===== src/rtl/spi_master_pkg.sv =====
// Shared definitions for spi_master: register offsets, STATUS bit indices,
// CTRL field positions and the transfer FSM state type.
package spi_master_pkg;

  // Word offsets, decoded from iomem_addr[3:2]
  localparam logic [1:0] RegData   = 2'd0;
  localparam logic [1:0] RegStatus = 2'd1;
  localparam logic [1:0] RegCtrl   = 2'd2;
  localparam logic [1:0] RegRsvd   = 2'd3;

  localparam int unsigned StatBusy    = 0;
  localparam int unsigned StatTxEmpty = 1;
  localparam int unsigned StatTxFull  = 2;
  localparam int unsigned StatRxv     = 3;
  localparam int unsigned StatOvf     = 4;

  // CTRL: divider occupies [DIV_W-1:0], chip-select force is a single bit
  localparam int unsigned CtrlCsForce = 16;

  typedef enum logic [2:0] {
    StIdle,
    StLoad,
    StShiftLo,
    StShiftHi,
    StDone
  } spi_state_e;

endpackage


===== src/rtl/spi_tx_fifo.sv =====
// Synchronous byte FIFO for the SPI transmit path; Depth must be a power of two.
// The caller only pushes when not full (or when popping in the same cycle) and only pops when not empty.
module spi_tx_fifo #(
  parameter int unsigned Depth = 4
) (
  input  logic       clk_i,
  input  logic       rst_ni,
  input  logic       push_i,
  input  logic [7:0] wdata_i,
  input  logic       pop_i,
  output logic [7:0] rdata_o,
  output logic       full_o,
  output logic       empty_o
);

  localparam int unsigned Aw = $clog2(Depth);

  logic [7:0]  mem_q [Depth];
  logic [Aw:0] wr_ptr_q, rd_ptr_q;

  // Extra pointer bit tells full from empty when the indices match
  assign empty_o = (wr_ptr_q == rd_ptr_q);
  assign full_o  = (wr_ptr_q[Aw] != rd_ptr_q[Aw]) &&
                   (wr_ptr_q[Aw-1:0] == rd_ptr_q[Aw-1:0]);
  assign rdata_o = mem_q[rd_ptr_q[Aw-1:0]];

  always_ff @(posedge clk_i or negedge rst_ni) begin
    if (!rst_ni) begin
      wr_ptr_q <= '0;
      rd_ptr_q <= '0;
    end else begin
      if (push_i) wr_ptr_q <= wr_ptr_q + (Aw+1)'(1);
      if (pop_i)  rd_ptr_q <= rd_ptr_q + (Aw+1)'(1);
    end
  end

  always_ff @(posedge clk_i) begin
    if (push_i) mem_q[wr_ptr_q[Aw-1:0]] <= wdata_i;
  end

endmodule


===== src/rtl/spi_master.sv =====
// Memory-mapped SPI mode-0 master for picosoc (DATA/STATUS/CTRL registers).
// Build with SPI_MASTER_FIFO_EN to get a FIFO_DEPTH-entry TX FIFO instead of a single holding register.
module spi_master
  import spi_master_pkg::*;
#(
  parameter int unsigned FIFO_DEPTH = 4,
  parameter int unsigned DIV_W      = 8
) (
  input  logic        clk,
  input  logic        resetn,
  input  logic        iomem_valid,
  input  logic [3:0]  iomem_wstrb,
  input  logic [31:0] iomem_addr,
  input  logic [31:0] iomem_wdata,
  output logic [31:0] iomem_rdata,
  output logic        iomem_ready,
  output logic        spi_sck,
  output logic        spi_mosi,
  output logic        spi_cs_n,
  input  logic        spi_miso
);

  spi_state_e       state_q, state_d;
  logic [DIV_W-1:0] cnt_q, cnt_d, div_q, div_d, ctrl_div_q;
  logic [2:0]       bit_q, bit_d;
  logic [7:0]       tx_sr_q, tx_sr_d, rx_sr_q, rx_sr_d, rx_byte_q;
  logic             sck_q, sck_d, mosi_q, mosi_d;
  logic             cs_force_q, ovf_q, rxv_q, ready_q;
  logic [31:0]      rdata_q, rd_val;
  logic             busy, load, rx_done;
  logic             tx_push, tx_pop, tx_full, tx_empty;
  logic [7:0]       tx_rdata;
  logic             access, wr_en, rd_en, push_req;
  logic [1:0]       reg_sel;
  logic             unused_bits;

  assign reg_sel  = iomem_addr[3:2];
  assign access   = iomem_valid & ~ready_q;
  assign wr_en    = access & (iomem_wstrb != 4'b0);
  assign rd_en    = access & (iomem_wstrb == 4'b0);
  assign push_req = wr_en & (reg_sel == RegData) & iomem_wstrb[0];
  // A pop in the same cycle frees the slot, so a push into a full TX still lands
  assign tx_push  = push_req & (~tx_full | tx_pop);
  assign busy     = (state_q != StIdle);

  assign unused_bits = ^{iomem_addr, iomem_wdata, iomem_wstrb, FIFO_DEPTH};

`ifdef SPI_MASTER_FIFO_EN
  spi_tx_fifo #(
    .Depth (FIFO_DEPTH)
  ) u_tx_fifo (
    .clk_i   (clk),
    .rst_ni  (resetn),
    .push_i  (tx_push),
    .wdata_i (iomem_wdata[7:0]),
    .pop_i   (tx_pop),
    .rdata_o (tx_rdata),
    .full_o  (tx_full),
    .empty_o (tx_empty)
  );
`else
  logic       tx_valid_q;
  logic [7:0] tx_data_q;

  always_ff @(posedge clk or negedge resetn) begin
    if (!resetn) begin
      tx_valid_q <= 1'b0;
      tx_data_q  <= '0;
    end else if (tx_push) begin
      tx_valid_q <= 1'b1;
      tx_data_q  <= iomem_wdata[7:0];
    end else if (tx_pop) begin
      tx_valid_q <= 1'b0;
    end
  end

  assign tx_rdata = tx_data_q;
  assign tx_full  = tx_valid_q;
  assign tx_empty = ~tx_valid_q;
`endif

  always_comb begin
    rd_val = '0;
    unique case (reg_sel)
      RegData:   rd_val[7:0] = rx_byte_q;
      RegStatus: begin
        rd_val[StatOvf]     = ovf_q;
        rd_val[StatRxv]     = rxv_q;
        rd_val[StatTxFull]  = tx_full;
        rd_val[StatTxEmpty] = tx_empty;
        rd_val[StatBusy]    = busy;
      end
      RegCtrl: begin
        rd_val[DIV_W-1:0]  = ctrl_div_q;
        rd_val[CtrlCsForce] = cs_force_q;
      end
      RegRsvd:   rd_val = '0;
    endcase
  end

  always_comb begin
    state_d = state_q;
    cnt_d   = cnt_q;
    bit_d   = bit_q;
    div_d   = div_q;
    sck_d   = sck_q;
    mosi_d  = mosi_q;
    tx_sr_d = tx_sr_q;
    rx_sr_d = rx_sr_q;
    tx_pop  = 1'b0;
    rx_done = 1'b0;
    load    = 1'b0;
    unique case (state_q)
      StIdle: if (!tx_empty) state_d = StLoad;
      StLoad: load = 1'b1;
      StShiftLo: begin
        if (cnt_q == div_q) begin
          cnt_d   = '0;
          sck_d   = 1'b1;
          rx_sr_d = {rx_sr_q[6:0], spi_miso};
          state_d = StShiftHi;
        end else begin
          cnt_d = cnt_q + DIV_W'(1);
        end
      end
      StShiftHi: begin
        if (cnt_q == div_q) begin
          cnt_d = '0;
          sck_d = 1'b0;
          if (bit_q == 3'd7) begin
            state_d = StDone;
          end else begin
            bit_d   = bit_q + 3'd1;
            tx_sr_d = {tx_sr_q[6:0], 1'b0};
            mosi_d  = tx_sr_q[6];
            state_d = StShiftLo;
          end
        end else begin
          cnt_d = cnt_q + DIV_W'(1);
        end
      end
      StDone: begin
        rx_done = 1'b1;
        // Back-to-back: DONE performs the next byte's load so SCK stays low only one cycle
        if (!tx_empty) load = 1'b1;
        else           state_d = StIdle;
      end
      default: state_d = StIdle;
    endcase
    if (load) begin
      tx_pop  = 1'b1;
      tx_sr_d = tx_rdata;
      mosi_d  = tx_rdata[7];
      div_d   = ctrl_div_q;
      cnt_d   = '0;
      bit_d   = '0;
      state_d = StShiftLo;
    end
  end

  always_ff @(posedge clk or negedge resetn) begin
    if (!resetn) begin
      state_q    <= StIdle;
      cnt_q      <= '0;
      bit_q      <= '0;
      div_q      <= '0;
      sck_q      <= 1'b0;
      mosi_q     <= 1'b0;
      tx_sr_q    <= '0;
      rx_sr_q    <= '0;
      rx_byte_q  <= '0;
      ctrl_div_q <= '0;
      cs_force_q <= 1'b0;
      ovf_q      <= 1'b0;
      rxv_q      <= 1'b0;
      ready_q    <= 1'b0;
      rdata_q    <= '0;
    end else begin
      state_q <= state_d;
      cnt_q   <= cnt_d;
      bit_q   <= bit_d;
      div_q   <= div_d;
      sck_q   <= sck_d;
      mosi_q  <= mosi_d;
      tx_sr_q <= tx_sr_d;
      rx_sr_q <= rx_sr_d;
      ready_q <= access;
      rdata_q <= rd_en ? rd_val : '0;
      if (wr_en && reg_sel == RegCtrl) begin
        ctrl_div_q <= iomem_wdata[DIV_W-1:0];
        cs_force_q <= iomem_wdata[CtrlCsForce];
      end
      if (push_req && tx_full && !tx_pop) begin
        ovf_q <= 1'b1;
      end else if (wr_en && reg_sel == RegStatus && iomem_wstrb[0] && iomem_wdata[StatOvf]) begin
        ovf_q <= 1'b0;
      end
      // A completing byte outranks a DATA read clearing RXV in the same cycle
      if (rx_done) begin
        rx_byte_q <= rx_sr_q;
        rxv_q     <= 1'b1;
      end else if (rd_en && reg_sel == RegData) begin
        rxv_q <= 1'b0;
      end
    end
  end

  assign iomem_ready = ready_q;
  assign iomem_rdata = rdata_q;
  assign spi_sck     = sck_q;
  assign spi_mosi    = mosi_q;
  assign spi_cs_n    = ~(cs_force_q | busy);

endmodule

===== config.mk =====
export PLATFORM = sky130hd
export DESIGN_NAME = spi_master
export DESIGN_NICKNAME = d
export VERILOG_FILES = /design/src/rtl/spi_master_pkg.sv /design/src/rtl/spi_tx_fifo.sv /design/src/rtl/spi_master.sv
export SDC_FILE = /design/constraint.sdc
export NUM_CORES = 1
export LEC_CHECK = 0
export ABC_AREA = 1
export ABC_CLOCK_PERIOD_IN_PS = 1920
export BUFFER_PORTS_ARGS = -buffer_cell sky130_fd_sc_hd__buf_2
export CAP_MARGIN = 30
export CORE_MARGIN = 4
export CORE_UTILIZATION = 45
export DETAILED_ROUTE_END_ITERATION = 12
export GPL_ROUTABILITY_DRIVEN = 0
export PLACE_DENSITY = 0.76
export REMOVE_ABC_BUFFERS = 1
export SYNTH_ARGS = -nofsm -noshare
export SYNTH_HDL_FRONTEND = slang
export SYNTH_SLANG_ARGS = --single-unit

===== constraint.sdc =====
create_clock -name clk -period 1.92 [get_ports clk]
set_clock_uncertainty 0.15 [all_clocks]
set_input_delay 0.384 -clock clk [delete_from_list [all_inputs] [get_ports clk]]
set_output_delay 0.384 -clock clk [all_outputs]
set_load 0.05 [all_outputs]

==> key figures, run 1 <==
Critical path
  – Max incr delay on CP: 460 ps
  – R2R cell count: 8
  – Worst setup SP type: flip-flop
  – FF-to-FF Start: state_q[2]
  – Crit path capture type: primary output
  – Reg2reg end: cnt_q[0]
  – CP Depth: 4
  – Critical path buffer and inverter count: 1
  – CP max FO: 5
  – Worst EP arrival: 1330 ps
  – WP data required: 1390 ps
  – Worst path most repeated cell: nor2_4
  – Crit-path slowest cell: dfrtp_2
  – Reg2Reg Setup Slack: 140 ps
  – Critical path's top delay family: flip-flops
  – Crit Path Class: reg2out
  – Critical path, cell by cell: nor2_4 -> nand2_2 -> nor2_4 -> buf_6

Route
  – # DRC: 0
  – Routed Antenna Nets: 0
  – Total Wirelength: 7780 µm
  – TritonRoute pass-1 iters: 4
  – Via count: 3013
  – Post-DR wirelength/cell: 12.5 µm
  – 1st-iter DRT viols: 175
  – Drt via density: 4.84

Layout
  – Final #Nets: 590
  – Finished Cell Area: 4210 µm²
  – Ratio of cells with drive above 1 in the final layout: 15.0%
  – # fillers: 701
  – Area growth, synth to finish: 13.4%
  – Antenna cells: 0
  – Footprint of the multi-input gates: 1500 µm²
  – Sequential cell area: 1930 µm²

Timing
  – Max Clock Freq: 0.537 GHz
  – Tmin final: 1860 ps
  – Final Max Slew Viols: 0
  – Setup violations, final: 0
  – Fin crit share: 97.1%
  – RSZ-0062 raised after global routing: false
  – Fin Hold WS: 85.0 ps
  – Final Hold Viols: 0

Logic synthesis
  – Async SR Flop Fraction: 100%
  – Post-synth EDFFs: 0
  – Main flop type after synthesis: dfrtp_1
  – Syn. warnings: 0
  – Syn Area/Cell: 7.95 µm²
  – Yosys reg bits: 77
  – Netlist Area Pre-Place: 3710 µm²
  – Synth cell types: 27
  – Synth top area cells: dfrtp_1, nand2_1, nand3_1
  – Yosys top cell area share: 51.9%
  – Mapped Cells: 467
  – Synth cell count leaders: nand2_1, dfrtp_1, inv_1
  – Post-synthesis sequential area ratio: 51.9%
  – Yosys top cell by area: dfrtp_1
  – Most frequent cell after synthesis: nand2_1

Clock tree
  – Post-CTS setup buffer count: 0
  – Clock latency on the worst-skew pair: 350 ps
  – Clk slew on worst S/H paths: 80 ps
  – Root buffer cell: clkbuf_8
  – Clock sinks: 77
  – CTS Buf Count: 9
  – H-tree Lvls: 3
  – Clock buffer depth: 2
  – CTS tree: yes

Global route
  – Grt peak-use layer: met2
  – Gr usage total: 16.6%
  – Initial antenna violation count: 0
  – Largest net degree at the start of global routing: 37
  – GR met2 Demand/Resource: 27.0%
  – GRT Residual Overflow: 0
  – Met3 usage: 3.75%
  – First-pass GRT wire length: 13200 µm
  – M1 GR Usage: 21.2%
  – Number of global-route vias before repair: 2937

Power and ir drop
  – Max VDD drop: 507 µV
  – Power per cell area: 904 nW/µm²
  – Final Total Pwr: 3810 µW
  – Leakage: 0.00233 µW

Floorplan
  – Initial Util: 47.1%
  – Num rows: 32
  – Die Span X: 98.9 µm
  – Ports: 108
  – Placeable Area: 7890 µm²
  – Height of the die: 98.9 µm
  – Die ar.: 9770 µm²

Min path
  – Worst hold path endpoint: rx_sr_q[0]
  – Hold_sp: spi_miso
  – Hold Crit Class: in2reg
  – Hold path depth: 3

Placed design
  – Area of placed instances: 3990 µm²
  – DP Wirelength: 5700 µm
  – # port buffers: 31

Job
  – MaxCap Viol Count: 0

Outcome
  – Outcome: finished clean
-- per-stage QoR --
step / util, % / instances / worst slack, ps / TNS [ps]
2_1_floorplan: - / 458 / -45.5 / -206
3_3_place_gp: 50.5 / 605 / 127 / 0
3_5_place_dp: 50.5 / 605 / 49.9 / 0
4_1_cts: 52.9 / 622 / 16.3 / 0
5_1_grt: 53.4 / 622 / 11.0 / 0
6_report: 53.4 / 622 / 56.1 / 0
-- state kept, by name, summed over array words and instances (netlist names), 3 cells and up --
register,flops
div_q,8
bit_q,3
tx_sr_q,7
rx_byte_q,8
tx_data_q,8
iomem_rdata,9
cnt_q,8
ctrl_div_q,8
rx_sr_q,8
state_q,3
-- cell usage in the layout, fill, tap and decap left out --
| cell type | instances |
|---|---|
| nand4_1 | 3 |
| a21oi_4 | 1 |
| dfrtp_1 | 75 |
| clkinv_2 | 2 |
| o21ai_2 | 2 |
| o21ai_0 | 30 |
| o21a_1 | 1 |
| nand2_4 | 2 |
| nor3_2 | 1 |
| nor3_1 | 4 |
| nand3_1 | 40 |
| xor2_1 | 4 |
| xnor2_1 | 3 |
| conb_1 | 23 |
| buf_4 | 14 |
| inv_2 | 1 |
| nor2_1 | 18 |
| o22ai_1 | 1 |
| inv_1 | 49 |
| o221ai_1 | 3 |
| buf_2 | 29 |
| clkinvlp_4 | 4 |
| nor2_4 | 3 |
| clkbuf_8 | 9 |
| buf_6 | 1 |
| nor2_2 | 1 |
| buf_12 | 1 |
| clkbuf_1 | 1 |
| ha_1 | 3 |
| o21ai_1 | 1 |
| nand2_2 | 4 |
| dlygate4sd3_1 | 1 |
| inv_4 | 1 |
| nand2_1 | 181 |
| dfrtp_2 | 2 |
| a31oi_1 | 1 |
-- tightest hold or removal path: stages --
cell     delay [ps]
buf_2            80
nand2_1          50
nand2_1          50
-- per-layer routing --
layer,routed length [µm],part of all wire (%)
met1,3450,44
met2,3760,48
met3,354,4.5
met4,218,2.8
met5,0,0
-- worst max-delay path by stage --
| stage | startpoint | endpoint |
|---|---|---|
| 6_report | state_q[0] | spi_cs_n |
| 3_5_place_dp | state_q[2] | tx_data_q[0] |
| 3_3_place_gp | state_q[2] | tx_data_q[4] |
| 4_1_cts | state_q[0] | spi_cs_n |
| 2_1_floorplan | state_q[2] | tx_data_q[0] |
| 5_1_grt | state_q[0] | spi_cs_n |
-- area by class of cell --
cell class / instances / share of cell area (%)
multi-input combinational: 330 / 35.7
timing repair buffer: 46 / 6.92
inverter: 51 / 4.60
tap: 102 / 3.03
sequential: 77 / 45.8
clock inverter: 6 / 0.950
clock buffer: 10 / 3.03
-- cells by family after synthesis --
| group | share of synthesized area [%] |
|---|---|
| buffers and inverters | 10.9 |
| xor gates and xnor gates | 1.65 |
| DFF | 51.9 |
| and+or+nand+nor | 28.1 |
| other | 0.101 |
| AOI/OAI and AO/OA | 6.33 |
| adders and majority gates | 1.01 |
-- power by group --
part	total, µW	internal, µW	switching, µW	leakage, µW
Combinational	761	270	491	0.00129
Clock	1060	464	600	0.0000743
Sequential	1980	1810	172	0.000975
-- repair_timing --
action	4_1_cts	5_1_grt
pin swaps	0	2
setup endpoints to repair	1	35
hold buffers	1	0
endpoints found under the hold margin	34	0
resized for setup	4	14
(Power assumes the default switching activity.)
==> inputs of run 2 (changes only) <==
--- a/config.mk
+++ b/config.mk
@@ -9,11 +9,13 @@
 export ABC_CLOCK_PERIOD_IN_PS = 1920
 export BUFFER_PORTS_ARGS = -buffer_cell sky130_fd_sc_hd__buf_2
 export CAP_MARGIN = 30
+export CELL_PAD_IN_SITES_DETAIL_PLACEMENT = 1
+export CELL_PAD_IN_SITES_GLOBAL_PLACEMENT = 2
 export CORE_MARGIN = 4
-export CORE_UTILIZATION = 45
+export CORE_UTILIZATION = 29
 export DETAILED_ROUTE_END_ITERATION = 12
 export GPL_ROUTABILITY_DRIVEN = 0
-export PLACE_DENSITY = 0.76
+export PLACE_DENSITY = 0.84
 export REMOVE_ABC_BUFFERS = 1
 export SYNTH_ARGS = -nofsm -noshare
 export SYNTH_HDL_FRONTEND = slang
==> constraint.sdc (replaced) <==
create_clock -name clk -period 1.92 [get_ports clk]
set_clock_uncertainty 0.15 [all_clocks]
set_input_delay 0.384 -clock clk [delete_from_list [all_inputs] [get_ports clk]]
set_output_delay 0.384 -clock clk [all_outputs]
set_load 0.1 [all_outputs]
==> key figures, run 2 (synthesis gave the netlist of run 1 again) <==
Timing
  – Tmin final: 1860 ps (about the same)
  – Final Hold Viols: 0 (unchanged)
  – Final setup TNS: 0 ps (unchanged)
  – Final Max Slew Viols: 0 (unchanged)
  – Setup violations, final: 0 (unchanged)
  – Fin crit share: 97.0% (was 97.1%)
  – Max Clock Freq: 0.537 GHz (about the same)

Clock tree
  – CTS tree: yes (unchanged)
  – Root buffer cell: clkbuf_16 (was clkbuf_8)
  – Clock buffer depth: 2 (unchanged)
  – CTS Buf Count: 9 (unchanged)
  – Clock sinks: 77 (unchanged)
  – H-tree Lvls: 3 (unchanged)
  – Clk slew on worst S/H paths: 60 ps (was 80 ps)
  – Clock latency on the worst-skew pair: 340 ps (was 350 ps)

Outcome
  – Outcome: finished clean (unchanged)

Layout
  – Most frequent cells in the layout: nand2_1, dfrtp_1, inv_1 (unchanged)
  – Final #Nets: 599 (was 590)
  – Sequential cell area: 1930 µm² (unchanged)
  – # fillers: 1548 (was 701)
  – Max reg flops: 9 (unchanged)
  – Area growth, synth to finish: 21.0% (was 13.4%)
  – Footprint of the multi-input gates: 1510 µm² (was 1500 µm²)
  – Ratio of cells with drive above 1 in the final layout: 16.6% (was 15.0%)
  – Commonest non-fill, non-tap cell in the layout: nand2_1 (unchanged)
  – Antenna cells: 0 (unchanged)

Floorplan
  – Die ar.: 14700 µm² (was 9770 µm²)
  – Initial Util: 29.6% (was 47.1%)
  – Height of the die: 121 µm (was 98.9 µm)
  – Ports: 108 (unchanged)
  – Num rows: 41 (was 32)
  – Die Span X: 121 µm (was 98.9 µm)
  – Placeable Area: 12600 µm² (was 7890 µm²)

Global route
  – Grt peak-use layer: met2 (unchanged)
  – First-pass GRT wire length: 16000 µm (was 13200 µm)
  – Gr usage total: 13.8% (was 16.6%)
  – Initial antenna violation count: 0 (unchanged)
  – Met3 usage: 2.66% (was 3.75%)
  – M1 GR Usage: 17.2% (was 21.2%)
  – GRT Residual Overflow: 0 (unchanged)
  – GR met2 Demand/Resource: 24.0% (was 27.0%)
  – Largest net degree at the start of global routing: 33 (was 37)
  – Number of global-route vias before repair: 3276 (was 2937)

Min path
  – Worst hold path endpoint: rx_sr_q[0] (unchanged)
  – Hold Crit Class: in2reg (unchanged)
  – Hold_sp: spi_miso (unchanged)
  – Hold path depth: 3 (unchanged)

Critical path
  – Reg2Reg Setup Slack: 150 ps (was 140 ps)
  – Crit path capture type: primary output (unchanged)
  – R2R cell count: 10 (was 8)
  – FF-to-FF Start: state_q[0] (was state_q[2])
  – WP data required: 1390 ps (about the same)
  – Reg2reg end: tx_sr_q[5] (was cnt_q[0])
  – Crit Path Class: reg2out (unchanged)
  – Worst setup SP type: flip-flop (unchanged)
  – CP max FO: 4 (was 5)
  – Worst EP arrival: 1330 ps (about the same)

Route
  – # DRC: 0 (unchanged)
  – Total Wirelength: 9490 µm (was 7780 µm)
  – Via count: 3050 (was 3013)
  – Post-DR wirelength/cell: 13.5 µm (was 12.5 µm)
  – TritonRoute pass-1 iters: 4 (unchanged)
  – 1st-iter DRT viols: 157 (was 175)
  – Drt via density: 4.35 (was 4.84)
  – Routed Antenna Nets: 0 (unchanged)

Power and ir drop
  – Net load switching power: 1490 µW (was 1260 µW)
  – Clock power share: 36.7% (was 27.9%)
  – Final Total Pwr: 4590 µW (was 3810 µW)
  – Net Sw Frac: 32.4% (was 33.2%)
  – Combinational power share: 20.1% (was 20.0%)
  – Max VDD drop: 450 µV (was 507 µV)
  – Int Pwr: 3100 µW (was 2550 µW)
  – Flop pwr share: 43.2% (was 52.1%)
  – Power per cell area: 1020 nW/µm² (was 904 nW/µm²)
  – Leakage: 0.00244 µW (was 0.00233 µW)

Job
  – MaxCap Viol Count: 0 (unchanged)

Placed design
  – # port buffers: 31 (unchanged)
  – DP Wirelength: 7240 µm (was 5700 µm)
==> run 2: cell type report <==
class | count | area share (%)
sequential | 77 | 42.9
multi-input combinational | 331 | 33.5
clock inverter | 6 | 1.42
timing repair buffer | 54 | 8.02
tap | 172 | 4.79
clock buffer | 10 | 5.09
inverter | 51 | 4.26
==> run 2: worst max path at each step <==
stage | from | depth (start not counted) | to
5_1_grt | state_q[2] | 4 | spi_cs_n
3_3_place_gp | cnt_q[7] | 9 | rx_sr_q[2]
6_report | state_q[2] | 4 | spi_cs_n
2_1_floorplan | state_q[0] | 3 | spi_cs_n
4_1_cts | state_q[2] | 4 | spi_cs_n
3_5_place_dp | cnt_q[7] | 9 | rx_sr_q[4]
==> run 2: worst max-delay path, cell delays in order, from the launching register on <==
cell     delay [ps]
dfrtp_1         430
nor2_2          130
nand2_2          80
nor2_2          150
buf_12          190
==> run 2: routing by layer <==
| layer | up-vias | wire length [µm] |
|---|---|---|
| li1 | 1525 | - |
| met1 | 1479 | 4340 |
| met2 | 35 | 4770 |
| met3 | 11 | 246 |
| met4 | 0 | 140 |
| met5 | - | 0 |
==> run 2: per-stage QoR <==
step / worst slack [ps] / cells / util (%) / hold slack [ps] / area (µm²)
6_report: 57.6 / 701 / 35.8 / 84.9 / 4490
5_1_grt: -2.11 / 701 / 35.8 / 93.4 / 4490
4_1_cts: -26.9 / 699 / 35.4 / 77.5 / 4450
3_5_place_dp: -16.3 / 680 / 32.8 / 193 / 4130
3_3_place_gp: 146 / 680 / 32.8 / 190 / 4130
2_1_floorplan: -556 / 458 / - / -61.6 / 3580
==> run 2: repair_timing <==
action                     CTS  global route
setup endpoints to repair    3            34
hold endpoints to repair    24             0
gates cloned                 0             1
pin swaps                    1             2
hold buffers                 1             0
gates resized for setup      3            11
setup buffers                2             1
==> run 2: power groups by stage <==
stage | Combinational [µW] | Clock [µW] | Sequential [µW]
2_1_floorplan | 648 | 0 | 1990
3_3_place_gp | 873 | 0 | 2000
3_5_place_dp | 917 | 0 | 2010
4_1_cts | 927 | 1730 | 1980
5_1_grt | 1050 | 1790 | 2010
6_report | 923 | 1680 | 1980
